**config.mk**
```make
export PLATFORM = sky130hd
export DESIGN_NAME = mash_cfg_ctrl
export DESIGN_NICKNAME = d
export VERILOG_FILES = /design/src/rtl/mash_cfg_pkg.sv /design/src/rtl/mash_sel_decode.sv /design/src/rtl/mash_cfg_ctrl.sv
export SDC_FILE = /design/constraint.sdc
export NUM_CORES = 1
export LEC_CHECK = 0
export ABC_AREA = 1
export CELL_PAD_IN_SITES_DETAIL_PLACEMENT = 0
export CELL_PAD_IN_SITES_GLOBAL_PLACEMENT = 1
export CORE_UTILIZATION = 30
export DETAILED_ROUTE_END_ITERATION = 10
export PLACE_DENSITY_LB_ADDON = 0.1
export SLEW_MARGIN = 20
export SYNTH_ARGS = -nofsm -noshare
export SYNTH_HDL_FRONTEND = slang
export SYNTH_SLANG_ARGS = --single-unit
```
**constraint.sdc**
```tcl
create_clock -name i_clk -period 2.5 [get_ports i_clk]
set_input_delay 0.375 -clock i_clk [delete_from_list [all_inputs] [get_ports i_clk]]
set_output_delay 0.375 -clock i_clk [all_outputs]
set_load 0.01 [all_outputs]
```
**src/rtl/mash_cfg_pkg.sv**
```systemverilog
// Shared types and defaults for the MASH configuration controller.
// State encoding, default parameters and the settle counter width.
package mash_cfg_pkg;

    typedef enum logic [1:0] {
        ST_IDLE   = 2'd0,
        ST_PEND   = 2'd1,
        ST_SETTLE = 2'd2,
        ST_DONE   = 2'd3
    } state_t;

    localparam int DEF_SEED_W     = 12;
    localparam int DEF_ACC_W      = 8;
    localparam int DEF_MBIT_W     = 4;
    localparam int DEF_SETTLE_CYC = 4;
    localparam int CNT_W          = 8;

endpackage

```
**src/rtl/mash_sel_decode.sv**
```systemverilog
// Clamps the accumulator bit count and builds sum/carry select masks.
// Purely combinational; the parent registers the results.
module mash_sel_decode
    import mash_cfg_pkg::*;
#(
    parameter int ACC_W  = DEF_ACC_W,
    parameter int MBIT_W = DEF_MBIT_W
) (
    input  logic [MBIT_W-1:0] mash_bit,
    output logic [MBIT_W-1:0] n,
    output logic [ACC_W-1:0]  sum_sel,
    output logic [ACC_W:0]    cout_sel
);

    localparam logic [MBIT_W-1:0] N_MAX = MBIT_W'(ACC_W);

    always_comb begin
        n        = (mash_bit > N_MAX) ? N_MAX : mash_bit;
        sum_sel  = '0;
        cout_sel = '0;
        for (int i = 0; i < ACC_W; i++) begin
            sum_sel[i] = (i < int'(n));
        end
        for (int i = 0; i <= ACC_W; i++) begin
            cout_sel[i] = (i == int'(n));
        end
    end

endmodule

```
**src/rtl/mash_cfg_ctrl.sv**
```systemverilog
// MASH configuration controller: shadow capture, tick-aligned atomic
// apply, and a clear/settle window after structural changes.
module mash_cfg_ctrl
    import mash_cfg_pkg::*;
#(
    parameter int SEED_W     = DEF_SEED_W,
    parameter int ACC_W      = DEF_ACC_W,
    parameter int MBIT_W     = DEF_MBIT_W,
    parameter int SETTLE_CYC = DEF_SETTLE_CYC
) (
    input  logic              i_clk,
    input  logic              i_rst,
    input  logic              i_cfg_req,
    input  logic              i_tick,
    input  logic [SEED_W-1:0] i_seed,
    input  logic [1:0]        i_sel_order,
    input  logic [MBIT_W-1:0] i_mash_bit,
    input  logic              i_mashreseten,
    input  logic              i_phaseadjusten,
    input  logic              i_sel_frac,
    output logic [SEED_W-1:0] o_seed,
    output logic [1:0]        o_sel_order,
    output logic [ACC_W-1:0]  o_sum_sel,
    output logic [ACC_W:0]    o_cout_sel,
    output logic              o_mashreseten,
    output logic              o_phaseadjusten,
    output logic              o_sel_frac,
    output logic              o_mash_clr,
    output logic              o_busy,
    output logic              o_cfg_ack,
    output logic              o_cfg_err
);

    localparam logic [MBIT_W-1:0] N_MAX    = MBIT_W'(ACC_W);
    localparam logic [CNT_W-1:0]  CNT_LOAD = CNT_W'(SETTLE_CYC - 1);

    state_t              state_q;
    state_t              state_d;
    logic [CNT_W-1:0]    cnt_q;
    logic [SEED_W-1:0]   sh_seed;
    logic [1:0]          sh_order;
    logic [MBIT_W-1:0]   sh_mbit;
    logic                sh_mrst;
    logic                sh_padj;
    logic                sh_frac;
    logic [MBIT_W-1:0]   act_n;
    logic [MBIT_W-1:0]   dec_n;
    logic [ACC_W-1:0]    dec_sum;
    logic [ACC_W:0]      dec_cout;
    logic                accept;
    logic                apply;
    logic                structural;

    mash_sel_decode #(
        .ACC_W  (ACC_W),
        .MBIT_W (MBIT_W)
    ) u_dec (
        .mash_bit (sh_mbit),
        .n        (dec_n),
        .sum_sel  (dec_sum),
        .cout_sel (dec_cout)
    );

    assign accept     = (state_q == ST_IDLE) && i_cfg_req;
    assign apply      = (state_q == ST_PEND) && i_tick;
    assign structural = (sh_order != o_sel_order) || (dec_n != act_n) || sh_mrst;

    always_ff @(posedge i_clk or posedge i_rst) begin
        if (i_rst) state_q <= ST_IDLE;
        else       state_q <= state_d;
    end

    always_comb begin
        state_d = state_q;
        unique case (state_q)
            ST_IDLE:   if (i_cfg_req) state_d = ST_PEND;
            ST_PEND:   if (i_tick) state_d = structural ? ST_SETTLE : ST_DONE;
            ST_SETTLE: if (cnt_q == '0) state_d = ST_DONE;
            ST_DONE:   state_d = ST_IDLE;
        endcase
    end

    always_comb begin
        o_mash_clr = (state_q == ST_SETTLE);
        o_busy     = (state_q != ST_IDLE);
        o_cfg_ack  = (state_q == ST_DONE);
    end

    // Shadow, active bank and settle counter share one register process.
    always_ff @(posedge i_clk or posedge i_rst) begin
        if (i_rst) begin
            sh_seed         <= '0;
            sh_order        <= '0;
            sh_mbit         <= '0;
            sh_mrst         <= 1'b0;
            sh_padj         <= 1'b0;
            sh_frac         <= 1'b0;
            o_cfg_err       <= 1'b0;
            o_seed          <= '0;
            o_sel_order     <= '0;
            o_sum_sel       <= '0;
            o_cout_sel      <= '0;
            o_mashreseten   <= 1'b0;
            o_phaseadjusten <= 1'b0;
            o_sel_frac      <= 1'b0;
            act_n           <= '0;
            cnt_q           <= '0;
        end else begin
            if (accept) begin
                sh_seed   <= i_seed;
                sh_order  <= i_sel_order;
                sh_mbit   <= i_mash_bit;
                sh_mrst   <= i_mashreseten;
                sh_padj   <= i_phaseadjusten;
                sh_frac   <= i_sel_frac;
                o_cfg_err <= (i_mash_bit > N_MAX);
            end
            if (apply) begin
                o_seed          <= sh_seed;
                o_sel_order     <= sh_order;
                o_sum_sel       <= dec_sum;
                o_cout_sel      <= dec_cout;
                o_mashreseten   <= sh_mrst;
                o_phaseadjusten <= sh_padj;
                o_sel_frac      <= sh_frac;
                act_n           <= dec_n;
                cnt_q           <= CNT_LOAD;
            end else if (state_q == ST_SETTLE && cnt_q != '0) begin
                cnt_q <= cnt_q - 1'b1;
            end
        end
    end

endmodule

```
# Yosys cells after proc, flatten, opt, wreduce, memory -nomap -nowiden
# Cells that the tools add are included.
[classes]
n_addsub = 1
n_mux = 8
reduce_logical = 12
n_lt_le_gt_ge = 10
n_eq_ne = 16
[op_table]
columns = ["cell", "n"]
rows = [
  ["4-bit == test (first input constant)", 5],
  ["3-bit by 4-bit less-than comparator with 1-bit output (first input constant)", 4],
  ["8-bit two-way mux", 2],
  ["3-bit by 4-bit == test with 1-bit output (first input constant)", 2],
  ["4-bit greater-than comparator (second input constant)", 2],
  ["8-bit logical NOT", 1],
  ["1-bit by 4-bit less-than comparator with 1-bit output (first input constant)", 2],
  ["2-bit by 4-bit less-than comparator with 1-bit output (first input constant)", 2],
  ["2-bit case mux with 4 select lines", 1],
  ["8-bit nonzero test", 1],
  ["8-bit by 1-bit subtractor with 8-bit output (second input constant)", 1],
  ["2-bit two-way mux", 3],
  ["2-bit == test (second input constant)", 2],
  ["2-bit by 4-bit == test with 1-bit output (first input constant)", 1],
  ["4-bit logical NOT", 1],
  ["4-bit two-way mux", 1],
  ["2-bit != test (second input constant)", 2],
  ["4-bit != test", 1],
  ["2-bit nonzero test", 2],
  ["1-bit logical AND", 3],
  ["3-bit AND reduction", 1],
  ["2-bit by 1-bit == test with 1-bit output (second input constant)", 1],
  ["2-bit logical NOT", 1],
  ["1-bit logical OR", 2],
  ["3 further kinds", 3],
]
[word_totals]
out_inout_bits = 38
inputBits = 25
wordCells = 64
reg_bits = 70

# Depth between registers and ports, before layout
# Gate-level depths: netlist of run 1.
[logic_depth]
depth_word = 8
ltp_mapped = 9
mapped_depth_nobuf = 9

# Hierarchy
# From an unflattened synthesis of run 1, not the netlist that was laid out.
[hier_totals]
hier_cells = 393
hier_area_um2 = 3214.3
[modules_own_cells]
columns = ["mod", "seq_area_each_um2", "instances", "area_each_um2", "cells_per_inst"]
rows = [
  ["mash_cfg_ctrl", 1751.7, 1, 3079.2, 362],
  ["mash_sel_decode", 0.0, 1, 135.1, 31],
]

# Worst setup path before layout of run 1
# Ideal clock, no wire load.
[synth_timing]
path_type = "register -> register"
startpoint = "register state_q[0]"
endpoint = "register cnt_q[6]"
stages_incl_launch_ff = 8
path_slack_ns = 1.113
t_arrival_ns = 1.271
setup_time_ns = 0.117
t_required_ns = 2.383
period_less_slack_ns = 1.387
path_buffers = 0
cell_sequence = "dfrtp_1 -> inv_1 -> ha_1 -> inv_1 -> nor2_8 -> nand2_2 -> nor2_1 -> nor2_1"
[synth_via]
elab_chain_cells = 3
elab_cells_between_ends = 6
classes_between = "eq/ne: 2; mux: 1; reduce/logical: 3"
[synth_rtl]
columns = ["element", "line", "text"]
rows = [
  ["start: declaration", "mash_cfg_ctrl.sv:37", "state_t state_q;"],
  ["start signal: assignment", "mash_cfg_ctrl.sv:70", "else state_q <= state_d;"],
  ["2-bit == test", "--", ""],
  ["named net o_mash_clr", "mash_cfg_ctrl.sv:28", "output logic o_mash_clr,"],
  ["1-bit logical AND", "mash_cfg_ctrl.sv:128", "end else if (state_q == ST_SETTLE && cnt_q != '0) begin"],
  ["2-bit nonzero test (no line)", "--", ""],
  ["end signal: assignment", "mash_cfg_ctrl.sv:129", "cnt_q <= cnt_q - 1'b1;"],
  ["end: declaration", "mash_cfg_ctrl.sv:39", "logic [CNT_W-1:0] cnt_q;"],
]
# The timed path passes the listed nets, and every way through them passes these cells.
# A chain may end at the register's enable or synchronous reset.

# Final worst setup path of run 1
[layout_timing]
startpoint = "register state_q[0]"
endpoint = "output o_mash_clr"
[layout_via]
elab_chain_cells = 1
[layout_rtl]
columns = ["element", "line", "text"]
rows = [
  ["2-bit == test", "mash_cfg_ctrl.sv:84", "o_mash_clr = (state_q == ST_SETTLE);"],
  ["end: declaration", "mash_cfg_ctrl.sv:28", ""],
]
# No other way between the ends.

==> flow_summary_export.csv, run 1 <==
group,metric,value,unit
logic_synthesis,synth_edf_count,0,
routing,wirelength,6.83,mm
timing,final.hold.worst_slack,0.319,ns
critical_path,critical_path_peak_fanout,5,
clock_tree,insertion_delay_of_the_later_clocked_pin_in_the_worst_skew_pair,0.34,ns
power_and_ir_drop,total_leakage_power,1.94,nW
critical_path,criticalPathCategory,"reg -> out",
layout,post_route_cell_area,0.00406,mm2
critical_path,critPathLaunchType,"flop",
timing,layout_worst_path_cycle_share,84.6,%
power_and_ir_drop,ir_drop,0.000372,V
logic_synthesis,synthAdderAreaFrac,2.48,%
power_and_ir_drop,power,5.21,mW
routing,drt_pre_antenna_iters,4,
clock_tree,numClockSinks,69,
place,post_placement_worst_setup_slack,0.470,ns
die,initial_core_util,31.0,%
critical_path,slowest_delay,0.57,ns
layout,antennaDiodeCount,0,
timing,finalSetupViolations,0,
logic_synthesis,syn_nets,379,
logic_synthesis,yosys_register_bits,69,
clock_tree,path_clk_slew,0.08,ns
die,floorplan.die.width,103,um
min_path,min_path_type,"in -> async",
logic_synthesis,synth_seq_area_share,57.0,%
power_and_ir_drop,seq_power_share,37.0,%
die,fp.dieArea,0.0105,mm2
timing,hold_viol,0,
die,standard_cell_core_area,0.00977,mm2
timing,setup_total_negative_slack,0,ns
power_and_ir_drop,power.switching,1.91,mW
timing,grt_setup_unrepaired,"false",
place,place.gp.congestion,0.773,
critical_path,worst_ep_arrival_time,1.74,ns
routing,detailedRoute.firstIterationViolations,84,
global_route,vias_in_the_first_global_route,2262,
place,dp_cells,535,
timing,final_max_tran_viols,0,
critical_path,timing.critical_path.to_type,"output port",
critical_path,cp_slowest_cell,"sky130_fd_sc_hd__clkdlybuf4s50_1",
status,outcome,"complete, no violations",
place,place_hpwl,4.73,mm
place,number_of_i_o_port_buffers,62,
clock_tree,cts-htree-levels,3,
layout,final_cell_mix,"sky130_fd_sc_hd__nand2_1 (124), sky130_fd_sc_hd__dfrtp_1 (69), sky130_fd_sc_hd__clkdlybuf4s50_1 (62)",
die,rows,36,
logic_synthesis,synth-compound-area-share,10.0,%
clock_tree,post_cts_buffers,0,
clock_tree,cts_buffers,9,
layout,total_area_of_multi_input_combinational_cells,0.00110,mm2
logic_synthesis,post_synth_xor_area_fraction,0.289,%
place,place_area,0.00380,mm2
logic_synthesis,syn_inst,348,
clock_tree,cts_root_buffer,"sky130_fd_sc_hd__clkbuf_8",
routing,wl_per_cell,12.4,um
logic_synthesis,synth.mux.area_fraction,0,%
critical_path,crit_chain,"inv_1 -> ha_1 -> clkdlybuf4s50_1",
logic_synthesis,post_synth_num_cell_types,28,
layout,num-nets-final,444,
power_and_ir_drop,power.share.combinational,40.7,%
clock_tree,ctsLongestPathBuffers,2,
global_route,grt.total_usage,14.3,%
power_and_ir_drop,cell_internal_pwr,3.30,mW
critical_path,crit_required,2.12,ns
power_and_ir_drop,power_switching_share,36.7,%
critical_path,ff2ff_path_depth,6,
layout,utilization_of_the_core_after_routing,41.5,%
timing,achievable-frequency,473,MHz
routing,detail_route.vias_per_cell,4.28,
layout,final-seq-area,0.00173,mm2
layout,drive_above_1_share,8.13,%
global_route,grt_pass1_wl,11.3,mm
layout,fillCellCount,1002,
timing,finalWorstPathRequiredPeriod,2.12,ns
die,boundaryPins,63,
power_and_ir_drop,power.share.clock,22.3,%
timing,worst-slew-pin-transition,0.547,ns
global_route,grt_start_max_net_pins,57,
timing,timing.max_slew.rel_slack,63.3,%
clock_tree,tritoncts,"built",
timing,final.setup_skew,0.00935,ns
clock_tree,post_cts.resized_instances,0,
die,chipHeight,103,um
power_and_ir_drop,powerDensity,1280,mW/mm2
logic_synthesis,yosys_warn_count,0,
clock_tree,post_cts_hold_buffer_count,0,
logic_synthesis,post_synth_and_or_nand_nor_area_fraction,23.5,%
routing,route.vias.total,2361,
global_route,antenna_found_initial,0,
routing,route.detailed.drc,0,
run,max_cap_violations,0,
logic_synthesis,avgSynthCellArea,8.71,um2
timing,final.setup.worst_slack,0.384,ns
layout,layout_commonest_cell,"sky130_fd_sc_hd__nand2_1",
layout,area.growth.synth_to_final,33.8,%
logic_synthesis,synth-main-ff-cell,"sky130_fd_sc_hd__dfrtp_1",
logic_synthesis,synth.cell_area,0.00303,mm2
layout,final_cell_count_no_fill,551,
logic_synthesis,synth_top_family_by_area,"simple AND/OR/NAND/NOR gates",
global_route,gr-total-overflow,0,
logic_synthesis,postSynth.asyncResetShare,100,%
routing,ant_nets,0,
-- layout make-up --
type	count	share of cell area, %
inverters	39	3.61
well taps	133	4.10
multi-input cells	229	27.2
clock buffers	11	3.73
flip-flops and latches	69	42.6
repair buffers	65	16.2
clock inverters	5	2.62
-- layer usage --
layer	GRT usage [%]	vias to the layer above	routed length, um	part of all wire (%)
li1	-	1219	-	-
met1	20.8	1081	3530	52
met2	20.3	49	2860	42
met3	2.92	12	306	4.5
met4	6.92	0	139	2.0
met5	0	-	0	0
-- power groups by stage --
stage | Clock (mW) | Sequential, mW | Combinational, mW
floorplan | 0 | 2.00 | 1.21
global placement | 0 | 1.95 | 2.14
detailed placement | 0 | 1.95 | 2.16
CTS | 1.18 | 1.94 | 2.16
global route | 1.24 | 2.00 | 2.42
finish | 1.16 | 1.93 | 2.12
-- state kept, by name, summed over array words and instances (netlist names) --
signal           count
o_cout_sel           9
o_mashreseten        1
state_q              2
cnt_q                8
o_cfg_err            1
sh_frac              1
sh_mbit              4
sh_mrst              1
sh_order             2
o_sel_frac           1
o_sel_order          2
act_n                3
o_sum_sel            8
sh_seed             12
o_seed              12
sh_padj              1
o_phaseadjusten      1
-- worst paths after layout --
path / start / to / slack, ns
min reg2reg: sh_seed[10] / o_seed[10] / 0.48
max reg2reg: state_q[1] / o_sum_sel[5] / 0.58
min: i_rst / o_seed[2] / 0.32
max in group asynchronous: i_rst / act_n[1] / 1.62
min in group i_clk: sh_seed[10] / o_seed[10] / 0.48
max: state_q[0] / o_mash_clr / 0.38
-- kinds of logic (layout without fill, tap and decap cells) --
logic type / Yosys count / in the layout
xor+xnor: 1 / 1
flops: 69 / 69
simple gates: 167 / 167
fa+ha+maj: 6 / 6
buf+inv: 50 / 120
compound gates: 55 / 55
-- critical path, delay by kind of cell, from the launching register on --
kind,cells,cell delay [ns]
DFF,1,0.44
buffers and inverters,2,0.70
adders and majority gates,1,0.26
-- synthesized netlist by cell type, types with 4 or more instances --
| cell type | instances | share of area (%) |
|---|---|---|
| sky130_fd_sc_hd__buf_2 | 7 | 1.2 |
| sky130_fd_sc_hd__dfrtp_1 | 69 | 57 |
| sky130_fd_sc_hd__ha_1 | 6 | 2.5 |
| sky130_fd_sc_hd__inv_1 | 36 | 4.5 |
| sky130_fd_sc_hd__nand2_1 | 125 | 15 |
| sky130_fd_sc_hd__nand3_1 | 13 | 2.1 |
| sky130_fd_sc_hd__nor2_1 | 17 | 2.1 |
| sky130_fd_sc_hd__o21ai_0 | 41 | 6.8 |
| sky130_fd_sc_hd__o21ai_1 | 4 | 0.66 |
No activity file was read; power rests on OpenSTA's default activity.
==> run 2: changes to the inputs <==
==> constraint.sdc (replaced) <==
create_clock -name i_clk -period 2.15 [get_ports i_clk]
set_input_delay 0.3225 -clock i_clk [delete_from_list [all_inputs] [get_ports i_clk]]
set_output_delay 0.3225 -clock i_clk [all_outputs]
set_load 0.01 [all_outputs]
==> flow_summary_export.csv, run 2 (synthesis gave the netlist of run 1 again) <==
group,metric,value,unit
status,outcome,"complete, no violations",
layout,total_area_of_multi_input_combinational_cells,0.00110,mm2
die,standard_cell_core_area,0.00977,mm2
clock_tree,cts_buffers,9,
die,initial_core_util,31.0,%
layout,antennaDiodeCount,0,
routing,ant_nets,0,
layout,drive_above_1_share,8.77,%
global_route,vias_in_the_first_global_route,2247,
layout,final-seq-area,0.00173,mm2
layout,largest_registers,"o_seed: 12 flops, sh_seed: 12 flops, o_cout_sel: 9 flops",
layout,layout_commonest_cell,"sky130_fd_sc_hd__nand2_1",
power_and_ir_drop,ir_drop,0.000498,V
critical_path,critical_path_peak_fanout,5,
timing,hold_viol,0,
die,chipHeight,103,um
clock_tree,path_clk_slew,0.08,ns
routing,detail_route.vias_per_cell,4.28,
critical_path,critical_path.reg2reg.endpoint,"o_sum_sel[4]",
clock_tree,numClockSinks,69,
clock_tree,post_cts_buffers,0,
critical_path,regToRegSetupSlack,0.43,ns
layout,final_cell_count_no_fill,555,
global_route,grt.total_usage,14.2,%
layout,fillCellCount,1018,
timing,finalSetupViolations,0,
clock_tree,insertion_delay_of_the_later_clocked_pin_in_the_worst_skew_pair,0.34,ns
global_route,gr-total-overflow,0,
routing,detailedRoute.firstIterationViolations,66,
global_route,grt_pass1_wl,11.1,mm
place,number_of_i_o_port_buffers,62,
run,max_cap_violations,0,
timing,finalWorstPathRequiredPeriod,2.06,ns
routing,route.vias.total,2377,
die,floorplan.die.width,103,um
layout,area.growth.synth_to_final,33.7,%
clock_tree,tritoncts,"built",
place,dp_cells,539,
timing,achievable-frequency,485,MHz
critical_path,ff2ff_path_depth,6,
global_route,antenna_found_initial,0,
timing,grt_setup_unrepaired,"false",
routing,route.detailed.drc,0,
timing,setup_total_negative_slack,0,ns
routing,wl_per_cell,12.3,um
critical_path,critPathLaunchType,"flop",
critical_path,worstReg2RegStart,"state_q[1]",
critical_path,worst_ep_arrival_time,1.74,ns
die,rows,36,
clock_tree,post_cts.resized_instances,0,
die,boundaryPins,63,
timing,timing.max_slew.rel_slack,63.3,%
timing,worst-slew-pin-transition,0.551,ns
place,place_hpwl,4.79,mm
place,place.gp.congestion,0.738,
routing,wirelength,6.82,mm
critical_path,criticalPathCategory,"reg -> out",
timing,final_max_tran_viols,0,
layout,final_cell_mix,"sky130_fd_sc_hd__nand2_1 (124), sky130_fd_sc_hd__dfrtp_1 (69), sky130_fd_sc_hd__clkdlybuf4s50_1 (62)",
min_path,min_path_type,"in -> async",
global_route,grt_start_max_net_pins,57,
clock_tree,ctsLongestPathBuffers,2,
timing,layout_worst_path_cycle_share,96.0,%
die,fp.dieArea,0.0105,mm2
critical_path,timing.critical_path.to_type,"output port",
routing,drt_pre_antenna_iters,4,
clock_tree,cts_root_buffer,"sky130_fd_sc_hd__clkbuf_8",
layout,num-nets-final,448,
clock_tree,post_cts_hold_buffer_count,0,
clock_tree,cts-htree-levels,3,
timing,final.setup_skew,0.00945,ns
critical_path,crit_required,1.83,ns
power_and_ir_drop,total_leakage_power,1.94,nW
power_and_ir_drop,powerDensity,1470,mW/mm2
run 2: power breakdown:
group / internal [mW] / switching (mW)
Clock: 0.687 / 0.509
Combinational: 1.14 / 1.35
Sequential: 1.88 / 0.369
Total: 3.71 / 2.23
run 2: per-stage QoR:
stage | hold WS [ns] | utilization (%) | area, um2 | power (mW) | worst slack, ns
floorplan | 0.432 | - | 3030 | 3.74 | 0.0876
global placement | 0.453 | 39.2 | 3830 | 4.80 | 0.337
detailed placement | 0.456 | 39.2 | 3830 | 4.81 | 0.330
CTS | 0.268 | 41.5 | 4050 | 6.04 | 0.0561
global route | 0.292 | 41.5 | 4050 | 6.46 | 0.0295
finish | 0.265 | 41.5 | 4050 | 5.94 | 0.0865
run 2: area by class of cell:
type                            count  share of cell area, %
Clock buffer                       11                   3.49
Clock inverter                      5                   2.07
Inverter                           39                   3.61
Multi-Input combinational cell    229                   27.2
Sequential cell                    69                   42.6
Tap cell                          133                   4.10
Timing Repair Buffer               69                   16.9
run 2: worst max-delay path: stages, from the launching register on:
cell                              delay [ns]
sky130_fd_sc_hd__dfrtp_1                0.43
sky130_fd_sc_hd__inv_1                  0.13
sky130_fd_sc_hd__ha_1                   0.27
sky130_fd_sc_hd__clkdlybuf4s50_1        0.57
run 2: layer usage:
| layer | global-route usage [%] | wire (um) | vias to the layer above |
|---|---|---|---|
| met3 | 3.05 | 335 | 8 |
| met5 | 0 | 0 | - |
| li1 | - | - | 1225 |
| met1 | 20.2 | 3450 | 1088 |
| met2 | 20.2 | 2970 | 56 |
| met4 | 7.25 | 72 | 0 |
run 2: how the worst max path moves through the flow:
stage | from | end | slack [ns] | depth (start not counted)
6_report | state_q[0] | o_mash_clr | 0.09 | 3
5_1_grt | state_q[0] | o_mash_clr | 0.03 | 3
4_1_cts | state_q[0] | o_mash_clr | 0.06 | 3
3_5_place_dp | i_tick | o_sum_sel[4] | 0.33 | 5
3_3_place_gp | i_tick | o_sum_sel[6] | 0.34 | 6
2_1_floorplan | i_rst | act_n[0] | 0.09 | 1
